`src/rtl/rgb_fader.sv`:
```
// rgb_fader: 3-bit colour code to {R,G,B} word, with instant or
// linear per-channel fade, valid/ready intake and a done pulse.
module rgb_fader #(
   parameter int CH_WIDTH = 8,
   parameter int STEP     = 16
) (
   input  logic                    clk,
   input  logic                    rst_n,
   input  logic                    enable,
   input  logic [2:0]              colour,
   input  logic                    mode,
   input  logic                    colour_valid,
   output logic                    colour_ready,
   output logic [3*CH_WIDTH-1:0]   rgb,
   output logic                    done
);

   localparam int W = CH_WIDTH;
   localparam logic [W-1:0] STEP_W = W'(STEP);

   typedef enum logic {
      IDLE = 1'b0,
      FADE = 1'b1
   } state_t;

   state_t           state_q, state_d;
   logic [3*W-1:0]   rgb_q, rgb_d;
   logic [3*W-1:0]   tgt_q, tgt_d;
   logic             done_q, done_d;
   logic [3*W-1:0]   pal;
   logic [3*W-1:0]   fade_rgb;

   function automatic logic [W-1:0] step_ch(
      input logic [W-1:0] cur,
      input logic [W-1:0] tgt
   );
      logic [W-1:0] res;
      res = cur;
      if (cur < tgt) begin
         res = ((tgt - cur) > STEP_W) ? cur + STEP_W : tgt;
      end else if (cur > tgt) begin
         res = ((cur - tgt) > STEP_W) ? cur - STEP_W : tgt;
      end
      return res;
   endfunction

   // Palette: each select bit drives its channel to all ones or zero.
   always_comb begin
      pal = {{W{colour[2]}}, {W{colour[1]}}, {W{colour[0]}}};
   end

   // One fade step toward the target, channels moving independently.
   always_comb begin
      fade_rgb = rgb_q;
      for (int c = 0; c < 3; c++) begin
         fade_rgb[c*W +: W] = step_ch(rgb_q[c*W +: W], tgt_q[c*W +: W]);
      end
   end

   // Next-state logic: intake in IDLE, stepping in FADE.
   always_comb begin
      state_d = state_q;
      rgb_d   = rgb_q;
      tgt_d   = tgt_q;
      done_d  = 1'b0;
      unique case (state_q)
         IDLE: begin
            if (colour_valid) begin
               tgt_d = pal;
               if (mode) begin
                  state_d = FADE;
               end else begin
                  rgb_d  = pal;
                  done_d = 1'b1;
               end
            end
         end
         FADE: begin
            if (enable) begin
               rgb_d = fade_rgb;
               if (fade_rgb == tgt_q) begin
                  state_d = IDLE;
                  done_d  = 1'b1;
               end
            end
         end
         default: state_d = IDLE;
      endcase
   end

   // State, colour and done registers.
   always_ff @(posedge clk or negedge rst_n) begin
      if (!rst_n) begin
         state_q <= IDLE;
         rgb_q   <= '0;
         tgt_q   <= '0;
         done_q  <= 1'b0;
      end else begin
         state_q <= state_d;
         rgb_q   <= rgb_d;
         tgt_q   <= tgt_d;
         done_q  <= done_d;
      end
   end

   assign colour_ready = (state_q == IDLE);
   assign rgb          = rgb_q;
   assign done         = done_q;

endmodule

```
`config.mk`:
```
export PLATFORM = sky130hd
export DESIGN_NAME = rgb_fader
export DESIGN_NICKNAME = d
export VERILOG_FILES = /design/src/rtl/rgb_fader.sv
export SDC_FILE = /design/constraint.sdc
export NUM_CORES = 1
export LEC_CHECK = 0
export BUFFER_PORTS_ARGS = -buffer_cell sky130_fd_sc_hd__buf_2
export CORE_MARGIN = 2
export CORE_UTILIZATION = 60
export DETAILED_ROUTE_END_ITERATION = 8
export HOLD_SLACK_MARGIN = 0.02
export PLACE_DENSITY = 0.8
export SYNTH_ARGS = -nofsm -noshare
export SYNTH_HDL_FRONTEND = slang
export SYNTH_SLANG_ARGS = --single-unit
export TNS_END_PERCENT = 50
```
`constraint.sdc`:
```
create_clock -name clk -period 4.5 [get_ports clk]
set_input_delay 0.9 -clock clk [delete_from_list [all_inputs] [get_ports clk]]
set_output_delay 0.9 -clock clk [all_outputs]
set_load 0.01 [all_outputs]
```
==> metrics.md, run 1 <==
| Metric | Value |
|---|---|
| Outcome | `completed` |
| WL met3 | `752 µm` |
| Die height | `90.0 µm` |
| Final min period | `3900 ps` |
| Critical Path Slowest Stage Cell | `dfrtp_1` |
| CTS tree | `yes` |
| Cell leakage power | `2.05 nW` |
| Post-CTS Setup Repair Bufs | `0` |
| H-tree Lvls | `2` |
| Crit share post-route | `86.7%` |
| Highest routed layer | `met4` |
| # fillers | `650` |
| Yosys warns | `0` |
| I/O pin count | `34` |
| Fin. max-slew vios | `0` |
| Top cell type by total area after synthesis | `dfrtp_1` |
| Ys flop type | `dfrtp_1` |
| RR Startpoint | `tgt_q[7]` |
| Internal power | `1.95 mW` |
| Buffers added on ports | `33` |
| Initial DRC count | `345` |
| Routed WL | `11600 µm` |
| Fmax | `0.256 GHz` |
| Psw | `2.27 mW` |
| Post-Syn Instances | `563` |
| Vias in the first global route | `4104` |
| Grt ovf | `0` |
| # rows | `31` |
| Number of synthesized flops with an enable pin | `0` |
| Syn Std Cell Area | `4430 µm²` |
| Setup WS pre-CTS | `654 ps` |
| Mean Syn Cell Area | `7.88 µm²` |
| Post-synth cell types | `89` |
| Endpoint type of the worst setup path | `register` |
| Layout Nets | `641` |
| Req. time, crit path | `4650 ps` |
| Worst Path Class, Setup | `register to register` |
| Core Region | `7210 µm²` |
| Final HPWL DP | `8710 µm` |
| Clock buffer count from CTS | `5` |
| Total power | `4.22 mW` |
| Hold path start | `rgb[2]` |
| Hold buffer count at cts | `0` |
| Synth area leaders | `dfrtp_1 16%, ha_1 14%, a21oi_1 4.3%` |
| Setup ws final | `598 ps` |
| Global-route usage over all layers | `28.1%` |
| WHS | `579 ps` |
| Initial antenna violation count | `0` |
| Setup total negative slack | `0 ps` |
| Via Count | `4535` |
| Post-synth top cells | `51 x ha_1, 41 x inv_1, 41 x nor2_1` |
| Kind of cell adding the most delay to the critical path | `compound AO/OA/AOI/OAI gates` |
| Crit start category | `register` |
| RSZ-0062 raised after global routing | `no` |
| Most common cell in the netlist | `ha_1` |
| Worst Path Max Fanout | `15` |
| Critical path arrival | `4050 ps` |
| Vias per inst | `6.68` |
| Post-synthesis sequential area ratio | `16.4%` |
| Power density over the cells | `891 nW/µm²` |
| Post-Syn Nets | `625` |
| Max VDD drop | `0.413 mV` |
| Critical Path, Cell by Cell | `inv_1, ha_1, inv_1, fa_1, a211o_1, o21ai_0, o22ai_1, nor4_2, o311ai_2, a32oi_1, nand4_1, or4b_1, mux2i_1, o21a_1, a21oi_1` |
| DRT antenna net count | `0` |
| Area Growth Syn to Fin | `6.74%` |
| CTS max path bufs | `2` |
| Most frequent CP cell | `inv_1` |
| Worst setup startpoint | `tgt_q[7]` |
| Clk pwr share | `6.7%` |
| WL/cell | `17.1 µm` |
| Metal2 WL | `5420 µm` |
| Worst Path Buf+Inv | `2` |
| Slew @ Worst Pin | `912 ps` |
| Clock root buffer | `clkbuf_8` |
| Combinational share of power | `80.2%` |
| Global-route wire length before repair | `19400 µm` |
| Max-cap violation count | `0` |
| Clk_lat worst skew | `280 ps` |
| Setup violations, final | `0` |
| Clock skew | `4.18 ps` |
| WL met1 | `5160 µm` |
| Seq pwr share | `13.2%` |
| Final hold vios | `0` |
| Async SR Flop Fraction | `100%` |
| Share of layout cells above drive strength 1 | `11.9%` |
| Clock sink count | `29` |
| Initial core utilization | `61.5%` |
| Die Wd | `90.0 µm` |
| Antenna diodes | `0` |
| Worst rel slew slack | `39.2%` |
| Net Sw Frac | `53.7%` |
| DRT Pass-1 Iters | `5` |
| Yosys reg bits | `29` |
| Die Area | `8090 µm²` |
| Number of gates resized after cts | `0` |
| Largest net degree at the start of global routing | `38` |
| Final core occ | `65.6%` |
| GP Congestion | `0.969` |
| Reg clk slew, reported paths | `70 ps` |
| Largest stage delay on the critical path | `570 ps` |
| DRC violations left | `0` |
| Hold crit path type | `register to register` |
| Top-area cell type share of the netlist area | `16.4%` |
==> area by class of cell <==
type	count	area (µm²)	area share, %
Timing Repair Buffer	39	210	4.44
Multi-Input combinational cell	463	3400	71.9
Tap cell	99	124	2.62
Sequential cell	29	726	15.3
Clock inverter	1	30.0	0.634
Inverter	41	154	3.25
Clock buffer	7	86.3	1.82
==> power groups by stage <==
stage | Combinational [mW] | Sequential (mW) | Clock [mW]
floorplan | 2.62 | 0.550 | 0
global placement | 3.20 | 0.551 | 0
detailed placement | 3.29 | 0.559 | 0
CTS | 3.31 | 0.553 | 0.284
global route | 3.72 | 0.577 | 0.298
finish | 3.38 | 0.557 | 0.281
==> flip-flops by register name (all words and copies together) (netlist names) <==
signal,count
tgt_q,3
rgb,24
done,1
state_q,1
==> stage by stage <==
| stage | instance area, µm² | cells |
|---|---|---|
| floorplan | 4430 | 563 |
| finish | 4730 | 679 |
| global placement | 4620 | 671 |
| global route | 4730 | 679 |
| CTS | 4730 | 679 |
| detailed placement | 4620 | 671 |
==> routing by layer <==
metal	vias up	global-route usage, %
met5	-	0
met4	0	9.36
met3	34	3.52
met2	185	46.3
met1	2156	38.3
li1	2160	-
==> final timing paths <==
kind	cells after the start	endpoint	slack (ps)
worst min-delay path	1	rgb[2]	580
worst min register to register	1	rgb[2]	580
min in group asynchronous	1	rgb[0]	670
worst max-delay path	15	state_q	600
worst max register to register	15	state_q	600
max in group asynchronous	1	rgb[9]	3380
==> cells by family (layout without fill, tap and decap cells) <==
group           count (synthesis)  count (layout)  synth area share (%)
simple gates                  183             183                  22.3
mux                            14              14                  3.27
fa+ha+maj                      54              54                  15.7
flops                          29              29                  16.4
xor+xnor                       23              23                  4.54
buf+inv                        71              88                  6.97
compound gates                189             189                  30.8
==> cell usage in the layout, fill, tap and decap left out, types with 4 or more instances in the layout <==
cell type  instances
ha_1              51
inv_1             41
nor2_1            41
a21oi_1           38
buf_2             33
nand2_1           30
o21ai_0           29
dfrtp_1           29
nor3_1            20
xnor2_1           16
o211ai_1          14
o21a_1            13
or3_1             11
nor2b_1           10
mux2i_1           10
nand2b_1          10
nand3_1           10
nand4_1            9
a211oi_1           8
a31oi_1            7
xor2_1             7
nor4_1             7
o31ai_1            6
o22ai_1            6
clkbuf_8           6
buf_4              6
o2111ai_1          5
a21o_1             5
a221oi_1           5
and3_1             5
or4_1              4
o221ai_1           4
mux2_2             4
No activity file was read; power rests on OpenSTA's default activity.
==> inputs of run 2 (changes only) <==
--- a/config.mk
+++ b/config.mk
@@ -10,7 +10,8 @@
 export CORE_UTILIZATION = 60
 export DETAILED_ROUTE_END_ITERATION = 8
 export HOLD_SLACK_MARGIN = 0.02
-export PLACE_DENSITY = 0.8
+export PLACE_DENSITY = 0.82
+export RECOVER_POWER = 50
 export SYNTH_ARGS = -nofsm -noshare
 export SYNTH_HDL_FRONTEND = slang
 export SYNTH_SLANG_ARGS = --single-unit
==> run 2 against run 1 <==
  * The flow now finishes with violations (capacitance limit, slew limit)
  * Register-to-register slack worse by 40 ps
  * Clock-buffer cell count is 1 lower
  * Cell area hardly changed
  * Global-route usage is 0.84 points lower
  * Clock skew is 3.2 ps higher
  * Sequential power hardly changed
  * Maximum frequency is 0.92% lower
  * Die area stayed put
  * Critical path type unchanged
==> metrics.md, run 2 (synthesis gave the netlist of run 1 again) <==
| Metric | Value |
|---|---|
| Final HPWL DP | `8520 µm` |
| Routed WL | `11100 µm` |
| H-tree Lvls | `2` |
| Cell leakage power | `2.02 nW` |
| Setup total negative slack | `0 ps` |
| Worst Path Max Fanout | `15` |
| Initial antenna violation count | `0` |
| Die Area | `8090 µm²` |
| Post-CTS Setup Repair Bufs | `0` |
| # rows | `31` |
| Antenna diodes | `0` |
| Buffers added on ports | `33` |
| Most frequent cells in the layout | `51 x ha_1, 41 x inv_1, 41 x nor2_1` |
| Design Area, Final | `4730 µm²` |
| Crit start category | `register` |
| Clock skew | `7.42 ps` |
| Endpoint type of the worst setup path | `register` |
| Via Count | `4464` |
| CTS max path bufs | `2` |
| Grt ovf | `0` |
| Layout Nets | `643` |
| RR Startpoint | `tgt_q[7]` |
| Highest routed layer | `met4` |
| Hold path cells | `1` |
| Final core occ | `65.6%` |
| Area Growth Syn to Fin | `6.77%` |
| Largest net degree at the start of global routing | `31` |
| Clock root buffer | `clkbuf_8` |
| Global-route usage over all layers | `27.2%` |
| DRT Pass-1 Iters | `5` |
| Die Wd | `90.0 µm` |
| DP Area | `4630 µm²` |
| Setup violations, final | `0` |
| Fmax | `0.254 GHz` |
| WL met3 | `591 µm` |
| Final hold vios | `0` |
| Clock buffer count from CTS | `5` |
| Clk_lat worst skew | `290 ps` |
| Core Region | `7210 µm²` |
| Number of gates resized after cts | `0` |
| Initial core utilization | `61.5%` |
| Worst Path Class, Setup | `register to register` |
| Commonest non-fill, non-tap cell in the layout | `ha_1` |
| Vias per inst | `6.56` |
| GP Congestion | `1.01` |
| Reg clk slew, reported paths | `70 ps` |
| Crit share post-route | `87.5%` |
| Worst rel slew slack | `-8.66%` |
| Max VDD drop | `0.387 mV` |
| WHS | `591 ps` |
| Slew @ Worst Pin | `1630 ps` |
| Final min period | `3940 ps` |
| R2R depth | `13` |
| Vias in the first global route | `4104` |
| Clock sink count | `29` |
| Hold buffer count at cts | `0` |
| DRT antenna net count | `0` |
| Metal2 WL | `5240 µm` |
| Total power | `4.19 mW` |
| Power density over the cells | `884 nW/µm²` |
| CTS tree | `yes` |
| RSZ-0062 raised after global routing | `no` |
| Max-cap violation count | `1` |
| Critical path arrival | `4100 ps` |
| I/O pin count | `34` |
| Max reg flops | `24` |
| Hold crit path type | `register to register` |
| Initial DRC count | `234` |
| Failing checks | `capacitance limit, slew limit` |
| Hold path start | `rgb[2]` |
| WL/cell | `16.4 µm` |
| WL met1 | `5040 µm` |
| Fin. max-slew vios | `30` |
| Outcome | `complete, but fails checks` |
| Req. time, crit path | `4660 ps` |
| Share of layout cells above drive strength 1 | `9.97%` |
| Worst setup startpoint | `tgt_q[7]` |
| Global-route wire length before repair | `18800 µm` |
| Die height | `90.0 µm` |
| # fillers | `670` |
| DRC violations left | `0` |
[run 2: cell count changes in the layout (fill, tap and decap cells not counted), sizes merged]
cell,previous run,this run
buf,39,27
clkinvlp,0,1
clkbuf,7,20
[run 2: cell type report]
type / instances / area, µm² / area share [%]
Clock buffer: 6 / 82.6 / 1.74
Inverter: 41 / 154 / 3.25
Sequential cell: 29 / 726 / 15.3
Multi-Input combinational cell: 463 / 3400 / 71.9
Timing Repair Buffer: 41 / 208 / 4.39
Tap cell: 99 / 124 / 2.62
Clock inverter: 2 / 37.5 / 0.793
[run 2: critical path, cell delays in order (launching register included)]
cell and delay [ps]:
dfrtp_1 690, inv_1 120, buf_4 220, ha_1 470, o21ai_0 130, a32o_1 290
nor4_2 310, o311ai_2 300, a32oi_1 220, nand4_1 150, or4b_1 510, mux2i_1 140
o21a_1 170, a21oi_1 70
[run 2: power breakdown]
part	total (mW)	switching, mW	internal (mW)	leakage, nW
Sequential	0.558	0.198	0.359	0.349
Clock	0.288	0.108	0.180	0.0574
Combinational	3.34	1.93	1.41	1.61
[run 2: metal layers]
metal  GRT usage [%]  vias up
met4            11.4        0
met5               0        -
met3            2.35       24
met1            37.4     2115
li1                -     2162
met2            44.3      163
[run 2: path summary, 6_finish.rpt]
path                            slack (ps)       to
worst max register to register         560  state_q
worst min register to register         590   rgb[2]
worst max-delay path                   560  state_q
max in group asynchronous             2530   rgb[5]
min in group asynchronous             1020  rgb[15]
worst min-delay path                   590   rgb[2]
[run 2: stage by stage]
| stage | setup WS [ps] | instances |
|---|---|---|
| after CTS | 616 | 681 |
| after global placement | 792 | 673 |
| after global routing | 306 | 681 |
| final | 562 | 681 |
| after detailed placement | 667 | 673 |
| after floorplan | 724 | 563 |
